<file path="src/rtl/xm23_alu_pkg.sv">
// ---------------------------------------------------------------------------
// xm23_alu_pkg
//   Shared definitions for the XM23 ALU slice:
//     - 5-bit operation codes (alu_op[4:0]) ADD..SXT
//     - PSW bit positions (C, Z, N, SLP, V)
//     - position of the byte-mode select bit inside alu_op
//     - merge_byte(): keeps the destination high byte for byte-mode results
// ---------------------------------------------------------------------------
package xm23_alu_pkg;

  localparam int DATA_W = 16;
  localparam int OP_W   = 6;

  // Operation codes carried on alu_op[4:0]; codes 17..31 are unsupported
  // and pass the destination through with flags untouched.
  localparam logic [4:0] OP_ADD  = 5'd0;
  localparam logic [4:0] OP_ADDC = 5'd1;
  localparam logic [4:0] OP_SUB  = 5'd2;
  localparam logic [4:0] OP_SUBC = 5'd3;
  localparam logic [4:0] OP_DADD = 5'd4;
  localparam logic [4:0] OP_CMP  = 5'd5;
  localparam logic [4:0] OP_XOR  = 5'd6;
  localparam logic [4:0] OP_AND  = 5'd7;
  localparam logic [4:0] OP_OR   = 5'd8;
  localparam logic [4:0] OP_BIT  = 5'd9;
  localparam logic [4:0] OP_BIC  = 5'd10;
  localparam logic [4:0] OP_BIS  = 5'd11;
  localparam logic [4:0] OP_MOV  = 5'd12;
  localparam logic [4:0] OP_SRA  = 5'd13;
  localparam logic [4:0] OP_RRC  = 5'd14;
  localparam logic [4:0] OP_SWPB = 5'd15;
  localparam logic [4:0] OP_SXT  = 5'd16;

  // PSW bit indices
  localparam int PSW_C   = 0;
  localparam int PSW_Z   = 1;
  localparam int PSW_N   = 2;
  localparam int PSW_SLP = 3;
  localparam int PSW_V   = 4;

  // alu_op bit selecting byte (1) or word (0) operation
  localparam int BYTE_BIT = 5;

  // In byte mode only the low byte is produced; the high byte of the
  // destination passes through unchanged.
  function automatic logic [DATA_W-1:0] merge_byte(
    input logic              byte_mode,
    input logic [DATA_W-1:0] dst,
    input logic [DATA_W-1:0] val
  );
    return byte_mode ? {dst[15:8], val[7:0]} : val;
  endfunction

endpackage : xm23_alu_pkg

</file>
<file path="src/rtl/xm23_alu_if.sv">
// ---------------------------------------------------------------------------
// xm23_alu_if
//   Operand / control / result bundle between the XM23 control unit and ALU.
//     d_bus      destination operand          (master -> slave)
//     s_bus      source operand               (master -> slave)
//     alu_op     [4:0] op code, [5] byte mode (master -> slave)
//     psw_in     current PSW                  (master -> slave)
//     alu_E      result/PSW load enable       (master -> slave)
//     psw_update write computed flags         (master -> slave)
//     alu_out    registered result            (slave -> master)
//     psw_out    registered PSW               (slave -> master)
//   modport master: control unit side; modport slave: ALU side.
// ---------------------------------------------------------------------------
interface xm23_alu_if;
  import xm23_alu_pkg::*;

  logic [DATA_W-1:0] d_bus;
  logic [DATA_W-1:0] s_bus;
  logic [OP_W-1:0]   alu_op;
  logic [DATA_W-1:0] psw_in;
  logic              alu_E;
  logic              psw_update;
  logic [DATA_W-1:0] alu_out;
  logic [DATA_W-1:0] psw_out;

  modport master (
    output d_bus, s_bus, alu_op, psw_in, alu_E, psw_update,
    input  alu_out, psw_out
  );

  modport slave (
    input  d_bus, s_bus, alu_op, psw_in, alu_E, psw_update,
    output alu_out, psw_out
  );

endinterface : xm23_alu_if

</file>
<file path="src/rtl/xm23_alu_bcd_adder.sv">
// ---------------------------------------------------------------------------
// xm23_bcd_adder
//   Four-digit packed BCD adder with carry in/out. Each nibble adds its two
//   digits plus the incoming carry; a nibble sum above 9 is corrected by +6
//   and produces a carry into the next nibble. Non-BCD digits follow the
//   same rule without any error indication.
//   Ports:
//     a_i    [15:0] first operand (4 packed digits)
//     b_i    [15:0] second operand
//     c_i           carry in
//     byte_i        1: carry out taken after the second digit
//     sum_o  [15:0] corrected sum (upper digits meaningless in byte mode)
//     c_o           decimal carry out
//   Built only when ALU_DADD_EN is defined.
// ---------------------------------------------------------------------------
module xm23_bcd_adder (
  input  logic [15:0] a_i,
  input  logic [15:0] b_i,
  input  logic        c_i,
  input  logic        byte_i,
  output logic [15:0] sum_o,
  output logic        c_o
);

  logic [4:0] carry;

  assign carry[0] = c_i;

  for (genvar gi = 0; gi < 4; gi++) begin : g_digit
    logic [4:0] raw;
    logic       adj;

    // Max raw sum is 15+15+1 = 31, so 5 bits suffice before correction.
    assign raw = {1'b0, a_i[4*gi +: 4]} + {1'b0, b_i[4*gi +: 4]} + {4'd0, carry[gi]};
    assign adj = (raw > 5'd9);
    assign sum_o[4*gi +: 4] = raw[3:0] + (adj ? 4'd6 : 4'd0);
    assign carry[gi+1] = adj;
  end

  assign c_o = byte_i ? carry[2] : carry[4];

endmodule : xm23_bcd_adder

</file>
<file path="src/rtl/xm23_alu.sv">
// ---------------------------------------------------------------------------
// xm23_alu
//   XM23 arithmetic/logic unit. Combines destination (d_bus) and source
//   (s_bus) per alu_op, producing a registered 16-bit result and PSW with
//   one cycle of latency.
//   Ports:
//     clk_i    system clock, all state on rising edge
//     srst_i   synchronous active-high reset (wins over alu_E)
//     alu_if   xm23_alu_if.slave: d_bus, s_bus, alu_op, psw_in, alu_E,
//              psw_update in; alu_out, psw_out out
//   Build option:
//     ALU_DADD_EN  when defined, op 4 performs packed BCD add; otherwise
//                  op 4 passes d through with flags unchanged and no BCD
//                  logic is built.
// ---------------------------------------------------------------------------
module xm23_alu
  import xm23_alu_pkg::*;
(
  input  logic       clk_i,
  input  logic       srst_i,
  xm23_alu_if.slave  alu_if
);

  logic [DATA_W-1:0] d_val;
  logic [DATA_W-1:0] s_val;
  logic [DATA_W-1:0] psw_val;
  logic [4:0]        op;
  logic              byte_mode;
  logic              c_in;

  assign d_val   = alu_if.d_bus;
  assign s_val   = alu_if.s_bus;
  assign psw_val = alu_if.psw_in;
  assign op      = alu_if.alu_op[4:0];
  assign c_in    = psw_val[PSW_C];

  // SWPB and SXT are word-only regardless of the byte-mode bit.
  assign byte_mode = alu_if.alu_op[BYTE_BIT] && (op != OP_SWPB) && (op != OP_SXT);

  // -------------------------------------------------------------------------
  // Shared adder for ADD/ADDC/SUB/SUBC/CMP. Subtraction is d + ~s + cin,
  // so carry out of 1 means "no borrow".
  // -------------------------------------------------------------------------
  logic              is_sub;
  logic              arith_cin;
  logic [DATA_W-1:0] b_opnd;
  logic [DATA_W:0]   sum_w;
  logic [8:0]        sum_b;
  logic [DATA_W-1:0] arith_res;
  logic              arith_c;
  logic              arith_v;

  always_comb begin
    is_sub    = (op == OP_SUB) || (op == OP_SUBC) || (op == OP_CMP);
    arith_cin = c_in;
    if (op == OP_ADD) begin
      arith_cin = 1'b0;
    end else if ((op == OP_SUB) || (op == OP_CMP)) begin
      arith_cin = 1'b1;
    end
  end

  assign b_opnd = is_sub ? ~s_val : s_val;
  assign sum_w  = {1'b0, d_val} + {1'b0, b_opnd} + {16'd0, arith_cin};
  assign sum_b  = {1'b0, d_val[7:0]} + {1'b0, b_opnd[7:0]} + {8'd0, arith_cin};

  // Overflow: both addends share a sign that the result does not.
  always_comb begin
    if (byte_mode) begin
      arith_res = {d_val[15:8], sum_b[7:0]};
      arith_c   = sum_b[8];
      arith_v   = (d_val[7] == b_opnd[7]) && (sum_b[7] != d_val[7]);
    end else begin
      arith_res = sum_w[15:0];
      arith_c   = sum_w[16];
      arith_v   = (d_val[15] == b_opnd[15]) && (sum_w[15] != d_val[15]);
    end
  end

  // -------------------------------------------------------------------------
  // Optional BCD adder
  // -------------------------------------------------------------------------
`ifdef ALU_DADD_EN
  logic [DATA_W-1:0] bcd_sum;
  logic              bcd_c;

  xm23_bcd_adder u_bcd (
    .a_i    (d_val),
    .b_i    (s_val),
    .c_i    (c_in),
    .byte_i (byte_mode),
    .sum_o  (bcd_sum),
    .c_o    (bcd_c)
  );
`endif

  // -------------------------------------------------------------------------
  // Operation mux and flag selection.
  //   res_val  : value written to alu_out
  //   flag_val : value Z/N are derived from (differs from res_val for CMP/BIT)
  //   zn_en    : Z/N recomputed; otherwise carried over from psw_in
  // -------------------------------------------------------------------------
  logic [DATA_W-1:0] res_val;
  logic [DATA_W-1:0] flag_val;
  logic              zn_en;
  logic              c_new;
  logic              v_new;
  logic              z_new;
  logic              n_new;

  always_comb begin
    res_val  = d_val;
    flag_val = d_val;
    zn_en    = 1'b0;
    c_new    = c_in;
    v_new    = psw_val[PSW_V];

    case (op)
      OP_ADD, OP_ADDC, OP_SUB, OP_SUBC: begin
        res_val  = arith_res;
        flag_val = arith_res;
        zn_en    = 1'b1;
        c_new    = arith_c;
        v_new    = arith_v;
      end
      OP_CMP: begin
        flag_val = arith_res;
        zn_en    = 1'b1;
        c_new    = arith_c;
        v_new    = arith_v;
      end
      OP_XOR: begin
        res_val  = merge_byte(byte_mode, d_val, d_val ^ s_val);
        flag_val = res_val;
        zn_en    = 1'b1;
        v_new    = 1'b0;
      end
      OP_AND: begin
        res_val  = merge_byte(byte_mode, d_val, d_val & s_val);
        flag_val = res_val;
        zn_en    = 1'b1;
        v_new    = 1'b0;
      end
      OP_OR, OP_BIS: begin
        res_val  = merge_byte(byte_mode, d_val, d_val | s_val);
        flag_val = res_val;
        zn_en    = 1'b1;
        v_new    = 1'b0;
      end
      OP_BIT: begin
        flag_val = merge_byte(byte_mode, d_val, d_val & s_val);
        zn_en    = 1'b1;
        v_new    = 1'b0;
      end
      OP_BIC: begin
        res_val  = merge_byte(byte_mode, d_val, d_val & ~s_val);
        flag_val = res_val;
        zn_en    = 1'b1;
        v_new    = 1'b0;
      end
      OP_MOV: begin
        res_val = merge_byte(byte_mode, d_val, s_val);
      end
      OP_SRA: begin
        res_val  = byte_mode ? {d_val[15:8], d_val[7], d_val[7:1]}
                             : {d_val[15], d_val[15:1]};
        flag_val = res_val;
        zn_en    = 1'b1;
        c_new    = d_val[0];
        v_new    = 1'b0;
      end
      OP_RRC: begin
        res_val  = byte_mode ? {d_val[15:8], c_in, d_val[7:1]}
                             : {c_in, d_val[15:1]};
        flag_val = res_val;
        zn_en    = 1'b1;
        c_new    = d_val[0];
        v_new    = 1'b0;
      end
      OP_SWPB: begin
        res_val  = {d_val[7:0], d_val[15:8]};
        flag_val = res_val;
        zn_en    = 1'b1;
      end
      OP_SXT: begin
        res_val  = {{8{d_val[7]}}, d_val[7:0]};
        flag_val = res_val;
        zn_en    = 1'b1;
      end
`ifdef ALU_DADD_EN
      OP_DADD: begin
        res_val  = merge_byte(byte_mode, d_val, bcd_sum);
        flag_val = res_val;
        zn_en    = 1'b1;
        c_new    = bcd_c;
      end
`endif
      default: begin
        // unsupported codes: d passes through, flags untouched
      end
    endcase
  end

  always_comb begin
    z_new = psw_val[PSW_Z];
    n_new = psw_val[PSW_N];
    if (zn_en) begin
      z_new = byte_mode ? (flag_val[7:0] == 8'd0) : (flag_val == 16'd0);
      n_new = byte_mode ? flag_val[7] : flag_val[15];
    end
  end

  // -------------------------------------------------------------------------
  // Output registers
  // -------------------------------------------------------------------------
  logic [DATA_W-1:0] alu_out_d;
  logic [DATA_W-1:0] alu_out_q;
  logic [DATA_W-1:0] psw_out_d;
  logic [DATA_W-1:0] psw_out_q;

  // Bits outside C/Z/N/V (SLP and the opaque upper bits) always follow psw_in.
  always_comb begin
    alu_out_d = res_val;
    psw_out_d = psw_val;
    if (alu_if.psw_update) begin
      psw_out_d[PSW_C] = c_new;
      psw_out_d[PSW_Z] = z_new;
      psw_out_d[PSW_N] = n_new;
      psw_out_d[PSW_V] = v_new;
    end
  end

  always_ff @(posedge clk_i) begin
    if (srst_i) begin
      alu_out_q <= '0;
      psw_out_q <= '0;
    end else if (alu_if.alu_E) begin
      alu_out_q <= alu_out_d;
      psw_out_q <= psw_out_d;
    end
  end

  assign alu_if.alu_out = alu_out_q;
  assign alu_if.psw_out = psw_out_q;

endmodule : xm23_alu

</file>
<file path="src/flat_wrapper.sv">
// flat-port wrapper written by rule: the top's interface ports become plain ports
module xm23_alu_flat import xm23_alu_pkg::*;
  (clk_i, srst_i, alu_if_d_bus, alu_if_s_bus, alu_if_alu_op, alu_if_psw_in, alu_if_alu_E, alu_if_psw_update, alu_if_alu_out, alu_if_psw_out);
  xm23_alu_if alu_if_i ();
  input  logic clk_i;
  input  logic srst_i;
  input wire logic [$bits(alu_if_i.d_bus)-1:0] alu_if_d_bus;
  input wire logic [$bits(alu_if_i.s_bus)-1:0] alu_if_s_bus;
  input wire logic [$bits(alu_if_i.alu_op)-1:0] alu_if_alu_op;
  input wire logic [$bits(alu_if_i.psw_in)-1:0] alu_if_psw_in;
  input wire logic [$bits(alu_if_i.alu_E)-1:0] alu_if_alu_E;
  input wire logic [$bits(alu_if_i.psw_update)-1:0] alu_if_psw_update;
  output wire logic [$bits(alu_if_i.alu_out)-1:0] alu_if_alu_out;
  output wire logic [$bits(alu_if_i.psw_out)-1:0] alu_if_psw_out;
  assign alu_if_i.d_bus = alu_if_d_bus;
  assign alu_if_i.s_bus = alu_if_s_bus;
  assign alu_if_i.alu_op = alu_if_alu_op;
  assign alu_if_i.psw_in = alu_if_psw_in;
  assign alu_if_i.alu_E = alu_if_alu_E;
  assign alu_if_i.psw_update = alu_if_psw_update;
  assign alu_if_alu_out = alu_if_i.alu_out;
  assign alu_if_psw_out = alu_if_i.psw_out;
  xm23_alu u_core (.clk_i(clk_i), .srst_i(srst_i), .alu_if(alu_if_i));
endmodule
</file>
<file path="config.mk">
export PLATFORM = sky130hd
export DESIGN_NAME = xm23_alu_flat
export DESIGN_NICKNAME = d
export VERILOG_FILES = /design/src/rtl/xm23_alu_pkg.sv /design/src/rtl/xm23_alu_if.sv /design/src/rtl/xm23_alu_bcd_adder.sv /design/src/rtl/xm23_alu.sv /design/src/flat_wrapper.sv
export SDC_FILE = /design/constraint.sdc
export NUM_CORES = 1
export LEC_CHECK = 0
export ABC_AREA = 0
export CAP_MARGIN = 20
export CORE_ASPECT_RATIO = 1.2
export CORE_MARGIN = 3
export CORE_UTILIZATION = 45
export CTS_CLUSTER_DIAMETER = 200
export DETAILED_ROUTE_END_ITERATION = 16
export HOLD_SLACK_MARGIN = 0.12
export PLACE_DENSITY = 0.75
export SYNTH_ARGS = -nofsm -noshare
export SYNTH_HDL_FRONTEND = slang
export SYNTH_HIERARCHICAL = 1
export SYNTH_SLANG_ARGS = --single-unit
</file>
<file path="constraint.sdc">
create_clock -name clk_i -period 4.3 [get_ports clk_i]
set_input_delay 0.43 -clock clk_i [delete_from_list [all_inputs] [get_ports clk_i]]
set_output_delay 0.43 -clock clk_i [all_outputs]
set_load 0.01 [all_outputs]
</file>
==> results of run 1 <==
[what timing repair did]
action	CTS	global route
endpoints found under the setup margin	0	4
setup buffers	0	1
gates resized for setup	0	7
[worst max-delay path, cell delays in order]
cell and delay (ns):
clkdlybuf4s50_1 0.41, or2_2 0.32, o31ai_1 0.22, o21ai_1 0.15, fa_2 0.41, fa_1 0.44, a21o_1 0.21, a221oi_2 0.23
buf_4 0.17, o211ai_1 0.18, a221o_1 0.38, xor2_1 0.17, o21ai_0 0.16, a41oi_1 0.13, o32ai_1 0.24
[flip-flops by register name, summed over array words and instances (netlist names)]
signal                 cells
u_core/alu_if.alu_out     16
u_core/alu_if.psw_out     16
[cell type report]
type / count / share of cell area (%)
Sequential cell: 32 / 10.4
Timing Repair Buffer: 135 / 20.0
Multi-Input combinational cell: 521 / 62.1
Inverter: 38 / 2.31
Clock inverter: 2 / 0.567
Tap cell: 126 / 2.55
Clock buffer: 6 / 2.09
[cell usage in the layout, fill, tap and decap left out, drive strengths merged, types with 5 or more instances in the layout]
cell and count:
a2111oi 5, a211o 5, a211oi 8, a21o 11, a21oi 39, a221oi 8, a222oi 8, a22o 12
a22oi 11, a31oi 13, and3 10, buf 46, clkbuf 6, clkdlybuf4s50 89, dfxtp 32, ha 64
inv 38, mux2i 17, nand2 40, nand3 21, nand3b 7, nor2 58, nor2b 5, nor3 27
nor4 5, o2111ai 7, o211ai 11, o21ai 35, o31ai 5, xnor2 29
[cell usage after synthesis, types with 3 or more instances]
library cell	n	area share [%]
a31oi_1	13	1.7
ha_1	64	17
inv_1	38	3.0
a222oi_1	8	1.7
a22oi_1	10	1.6
a21o_1	11	1.7
a311oi_1	3	0.55
nor4_1	5	0.66
xnor2_1	29	5.3
mux2i_1	17	3.6
xor2_1	3	0.55
o31ai_1	5	0.79
a22o_1	12	2.2
and3_1	10	1.3
o2111ai_1	6	1.1
nand3b_1	6	0.95
a211o_1	5	0.92
o211ai_1	11	1.7
nand4_1	3	0.39
a21oi_1	38	4.0
clkbuf_1	21	1.7
a221oi_1	8	1.5
a2111oi_0	4	0.74
nor2_1	58	4.6
o21ai_0	35	3.7
nand2b_1	4	0.52
nor3_1	26	2.7
and2_1	3	0.39
buf_2	12	1.3
nor2b_1	5	0.66
o211a_1	3	0.63
nand3_1	21	2.2
nand2_1	39	3.1
dfxtp_1	32	13
buf_6	3	0.71
a211oi_1	8	1.3
buf_1	4	0.31
[layer usage]
metal | track usage [%] | wire (microns) | up-vias
met4 | 16.1 | 1110 | 0
met2 | 51.6 | 9020 | 310
li1 | - | - | 2562
met1 | 38.9 | 7560 | 2622
met5 | 0 | 0 | -
met3 | 3.66 | 1460 | 81
[kinds of logic (layout without fill, tap and decap cells)]
group                      Yosys count  in the layout  synth area share (%)
AOI/OAI and AO/OA                  208            208                  31.6
DFF                                 32             32                  13.4
buffers and inverters               78            181                  6.93
and+or+nand+nor                    197            197                  20.6
xor gates and xnor gates            33             33                  6.22
adders and majority gates           66             66                  17.6
muxes                               17             17                  3.57
[power breakdown]
part           internal, mW  switching (mW)  leakage (nW)
sequential            0.319          0.0116         0.264
clock                 0.272           0.125        0.0808
combinational         0.310           0.388          2.27
[stage by stage]
step / area [sq um] / TNS (ns) / setup WS [ns] / utilization (%)
after floorplan: 4770 / 0 / 0.0804 / -
after global placement: 5980 / -0.0388 / -0.0388 / 58.8
after detailed placement: 5980 / -0.529 / -0.218 / 58.8
after CTS: 6140 / 0 / 0.0414 / 60.4
after global routing: 6180 / 0 / 0.0497 / 60.8
final: 6180 / 0 / 0.210 / 60.8
[worst max-delay path by stage]
stage | endpoint
after floorplan | u_core/alu_if.psw_out[1]
after global placement | u_core/alu_if.psw_out[1]
after detailed placement | u_core/alu_if.psw_out[1]
after CTS | u_core/alu_if.psw_out[1]
after global routing | u_core/alu_if.psw_out[1]
final | u_core/alu_if.psw_out[1]
==> metrics, run 1 <==
number of nets in the final layout=857; Via Count=~5600; worst reg-to-reg setup slack=approximately 2.4 ns; YS warnings=6; Worst-path clk slew=0.05 ns; CP arrival=4.27 ns; worst reg2reg startpoint=u_core/alu_if.psw_out[1]; CTS H-tree depth=2; GRT Resource Usage Total=31.1%; Period minus WS final=about 4 ns; Hold WC Path Type=register to register; Ports=90; site row count=40; RSZ-0062 raised after global routing=false; WL per Instance=~22 microns; Crit. End Element=register; worst setup path startpoint=alu_if_alu_op[3]; Reg2Reg Depth=5; FF+latch count, synth=32; Post-Syn Instances=~630; asr flop ratio synth=0%; worst skew pair latency=between 0.2 and 0.3 ns; clk root buf=clkbuf_16; vias in the first global route=between 5000 and 6000; Placed Cells=851; Hold Path Sink=u_core/alu_if.alu_out[2]; final worst-path cycle share=a little over nine tenths; VDD IR max=between 0.2 and 0.25 mV; Vias/cell=6.48; Iteration-0 DRC Markers=between 600 and 700; # fillers=just under 1000; first-pass GRT wire length=between 20000 and 30000 microns; storage element area=641 sq um; Synth Flop Type=dfxtp_1; Final Hold Fails=0; Max-cap violations=0; Core Region=roughly 0.010 sq mm; Pleak=2.62 nW; Crit Path Class=primary input to register; die height=between 100 and 150 microns; CTS buffer count=5; Worst Setup Start Kind=primary input; Post-synth EDFFs=0; FF-to-FF End=u_core/alu_if.psw_out[1]; worst hold start=u_core/alu_if.alu_out[2]; area delta synth->final=29.6%; total gr overflow=0; Avg Inst Size Synth=between 7 and 8 sq um; slew at the pin closest to its max-slew limit=approximately 0.87 ns; Die X=between 90 and 100 microns; largest net degree at the start of global routing=37; # setup viols final=0; final slew viol count=0; Die Area=around 0.012 sq mm; Yosys cell types=74; CTS Hold Buffers Added=0; clk_skew=0 ns; initial antenna violation count=0; status=complete, no violations; drt drc=0; antenna diode count=0; Hold Crit Depth=2; Final GP Congestion=~1.0; TritonRoute pass-1 iters=6; Worst EP required=approximately 4.5 ns; Final Instance Count excl. Fillers=860; Final Power=roughly 1.4 mW; Initial Util=46.9%; multi-input logic area=roughly 0.0038 sq mm; Buffers on Ports=89; P per Cell Area=approximately 230 mW/mm^2; Fmax=between 200 and 250 MHz; syn_nets=~760; critical path peak fanout=3; CTS tree=yes; relative slew slack=about two fifths; share of cells above drive strength 1=10.9%; worst hold margin=0.460 ns; mapped cell area=about 0.0048 sq mm; hpwl dp=around 15000 microns; DRT antenna net count=0; clock tree sinks=32; sequential area share after synthesis=approximately 13%; Detailed Route WL=between 15000 and 20000 microns; Clock Path Buffers=2
Note: power is estimated with default switching activity, not from simulation.
==> inputs of run 2 (changes only) <==
--- a/config.mk
+++ b/config.mk
@@ -8,12 +8,12 @@
 export ABC_AREA = 0
 export CAP_MARGIN = 20
 export CORE_ASPECT_RATIO = 1.2
-export CORE_MARGIN = 3
 export CORE_UTILIZATION = 45
 export CTS_CLUSTER_DIAMETER = 200
 export DETAILED_ROUTE_END_ITERATION = 16
 export HOLD_SLACK_MARGIN = 0.12
 export PLACE_DENSITY = 0.75
+export SLEW_MARGIN = 0
 export SYNTH_ARGS = -nofsm -noshare
 export SYNTH_HDL_FRONTEND = slang
 export SYNTH_HIERARCHICAL = 1
==> metrics, run 2 (synthesized netlist as in run 1, its figures left out) <==
clk_skew=0 ns (unchanged); Crit Path Class=primary input to register (unchanged); Worst Setup Start Kind=primary input (unchanged); Vias/cell=6.45 (was 6.48); Fmax=241 MHz (was 244 MHz); crit-path cells=clkdlybuf4s50_1 -> or2_2 -> buf_4 -> nor2_2 -> buf_6 -> xnor2_1 -> ha_1 -> a21oi_1 -> nand2_1 -> xor2_1 -> or4_1 -> a21oi_1 -> nand4_1 -> or4_1 -> o32ai_1 (was clkdlybuf4s50_1 -> or2_2 -> o31ai_1 -> o21ai_1 -> fa_2 -> fa_1 -> a21o_1 -> a221oi_2 -> buf_4 -> o211ai_1 -> a221o_1 -> xor2_1 -> o21ai_0 -> a41oi_1 -> o32ai_1); slew at the pin closest to its max-slew limit=0.866 ns (was 0.868 ns); CTS tree=yes (unchanged); Critical Path Slowest Stage Cell=or4_1 (was fa_1); worst skew pair latency=0.27 ns (about the same); Worst-path clk slew=0.05 ns (about the same); total gr overflow=0 (unchanged); worst setup path startpoint=alu_if_alu_op[3] (unchanged); Iteration-0 DRC Markers=599 (was 634); worst reg2reg startpoint=u_core/alu_if.psw_out[1] (unchanged); number of nets in the final layout=865 (was 857); die height=115 microns (was 119 microns); hpwl dp=15400 microns (was 15000 microns); GRT Resource Usage Total=36.6% (was 31.1%); initial antenna violation count=0 (unchanged); most common cell after layout, fill and taps aside=clkdlybuf4s50_1 (unchanged); Met2 Wirelength=9350 microns (was 9020 microns); Pleak=2.66 nW (was 2.62 nW); final slew viol count=0 (unchanged); first-pass GRT wire length=30500 microns (was 29100 microns); largest net degree at the start of global routing=37 (unchanged); Ports=90 (unchanged); multi-input logic area=0.00384 sq mm (was 0.00383 sq mm); highest-count cells in the layout ignoring fill and taps=clkdlybuf4s50_1, ha_1, nor2_1, buf_4, nand2_1 (unchanged); Detailed Route WL=19800 microns (was 19100 microns); CP top delay family=simple AND/OR/NAND/NOR gates (was compound AO/OA/AOI/OAI gates); vias in the first global route=5545 (was 5350); CTS H-tree depth=2 (unchanged); CP Depth=15 (unchanged); CP bufs+invs=3 (was 2); Buffers on Ports=89 (unchanged); # setup viols final=0 (unchanged); Crit. End Element=register (unchanged); clock tree sinks=32 (unchanged); Die Area=0.0110 sq mm (was 0.0119 sq mm); CP arrival=4.33 ns (was 4.27 ns); P per Cell Area=231 mW/mm^2 (about the same); DR top layer=met4 (unchanged); storage element area=641 sq um (unchanged); share of cells above drive strength 1=12.1% (was 10.9%); Period minus WS final=4.15 ns (was 4.09 ns); crit path capture=u_core/alu_if.psw_out[1] (unchanged); FF-to-FF End=u_core/alu_if.psw_out[1] (unchanged); Clock Path Buffers=2 (unchanged); Die X=95.9 microns (was 99.9 microns); area delta synth->final=31.0% (was 29.6%); worst reg-to-reg setup slack=2.42 ns (about the same); Final Instance Count excl. Fillers=868 (was 860); setup bufs post-CTS=0 (unchanged); drt drc=0 (unchanged); final worst-path cycle share=96.6% (was 95.1%); final worst slack=0.146 ns (was 0.210 ns); VDD IR max=0.238 mV (was 0.248 mV); Reg2Reg Depth=5 (unchanged); CTS buffer count=5 (unchanged); site row count=40 (unchanged); Max-cap violations=0 (unchanged); Core Region=0.0102 sq mm (unchanged); RSZ-0062 raised after global routing=false (unchanged); Hold WC Path Type=register to register (unchanged); antenna diode count=0 (unchanged); Via Count=5598 (was 5575); Final GP Congestion=0.993 (was 1.03); WL per Instance=22.8 microns (was 22.3 microns); CP max stage delay=0.59 ns (was 0.44 ns); relative slew slack=40.7% (about the same); clk root buf=clkbuf_16 (unchanged); DRT antenna net count=0 (unchanged); Place WS=-0.173 ns (was -0.218 ns); TritonRoute pass-1 iters=5 (was 6); wl on met1=8170 microns (was 7560 microns); Initial Util=46.9% (unchanged); # fillers=947 (was 975); Placed Cells=860 (was 851); Final Hold Fails=0 (unchanged); status=complete, no violations (unchanged); CTS Hold Buffers Added=0 (unchanged); Worst EP required=4.48 ns (about the same); critical path peak fanout=12 (was 3); routed wl met3=1300 microns (was 1460 microns)
==> run 2: worst reg2reg max path, stage by stage (launching register included) <==
cell and delay (ns):
dfxtp_1 0.42, o22ai_1 0.10, nor3_1 0.22, nand4_1 0.15
or4_1 0.59, o32ai_1 0.29
==> run 2: per-layer routing <==
metal | vias to the layer above | global-route usage [%]
met5 | - | 0
met4 | 0 | 18.2
met3 | 74 | 5.95
met2 | 245 | 60.5
met1 | 2700 | 45.8
li1 | 2579 | -
==> run 2: repair_timing <==
item | 4_1_cts | 5_1_grt
gates resized for setup | 0 | 9
endpoints found under the hold margin | 0 | 0
endpoints found under the setup margin | 0 | 6
==> run 2: power breakdown <==
part           switching (mW)  total (mW)  internal (mW)
registers              0.0115       0.330          0.319
clock network           0.125       0.397          0.272
logic                   0.397       0.715          0.317
==> run 2: final cells by class <==
class | instances | area share (%)
tap | 126 | 2.52
clock buffer | 6 | 2.06
multi-input combinational | 521 | 61.5
inverter | 38 | 2.28
timing repair buffer | 143 | 20.8
sequential | 32 | 10.3
clock inverter | 2 | 0.561
==> run 2: how the worst min path moves through the flow <==
stage                                         start                        end  slack, ns  depth (start not counted)
after floorplan            u_core/alu_if.alu_out[0]   u_core/alu_if.alu_out[0]       0.49                          2
after global placement     u_core/alu_if.alu_out[1]   u_core/alu_if.alu_out[1]       0.45                          2
after detailed placement   u_core/alu_if.alu_out[2]   u_core/alu_if.alu_out[2]       0.46                          2
after CTS                  u_core/alu_if.alu_out[2]   u_core/alu_if.alu_out[2]       0.47                          2
after global routing       u_core/alu_if.alu_out[2]   u_core/alu_if.alu_out[2]       0.49                          2
final                     u_core/alu_if.alu_out[12]  u_core/alu_if.alu_out[12]       0.47                          2
==> run 2: per-stage QoR <==
step	TNS [ns]	hold slack, ns	util, %	area [sq um]	total power [mW]
2_1_floorplan	0	0.486	-	4770	0.719
3_3_place_gp	-0.0833	0.452	59.5	6040	1.01
3_5_place_dp	-0.388	0.463	59.5	6040	1.02
4_1_cts	0	0.470	61.1	6210	1.43
5_1_grt	0	0.487	61.5	6240	1.52
6_report	0	0.469	61.5	6240	1.44
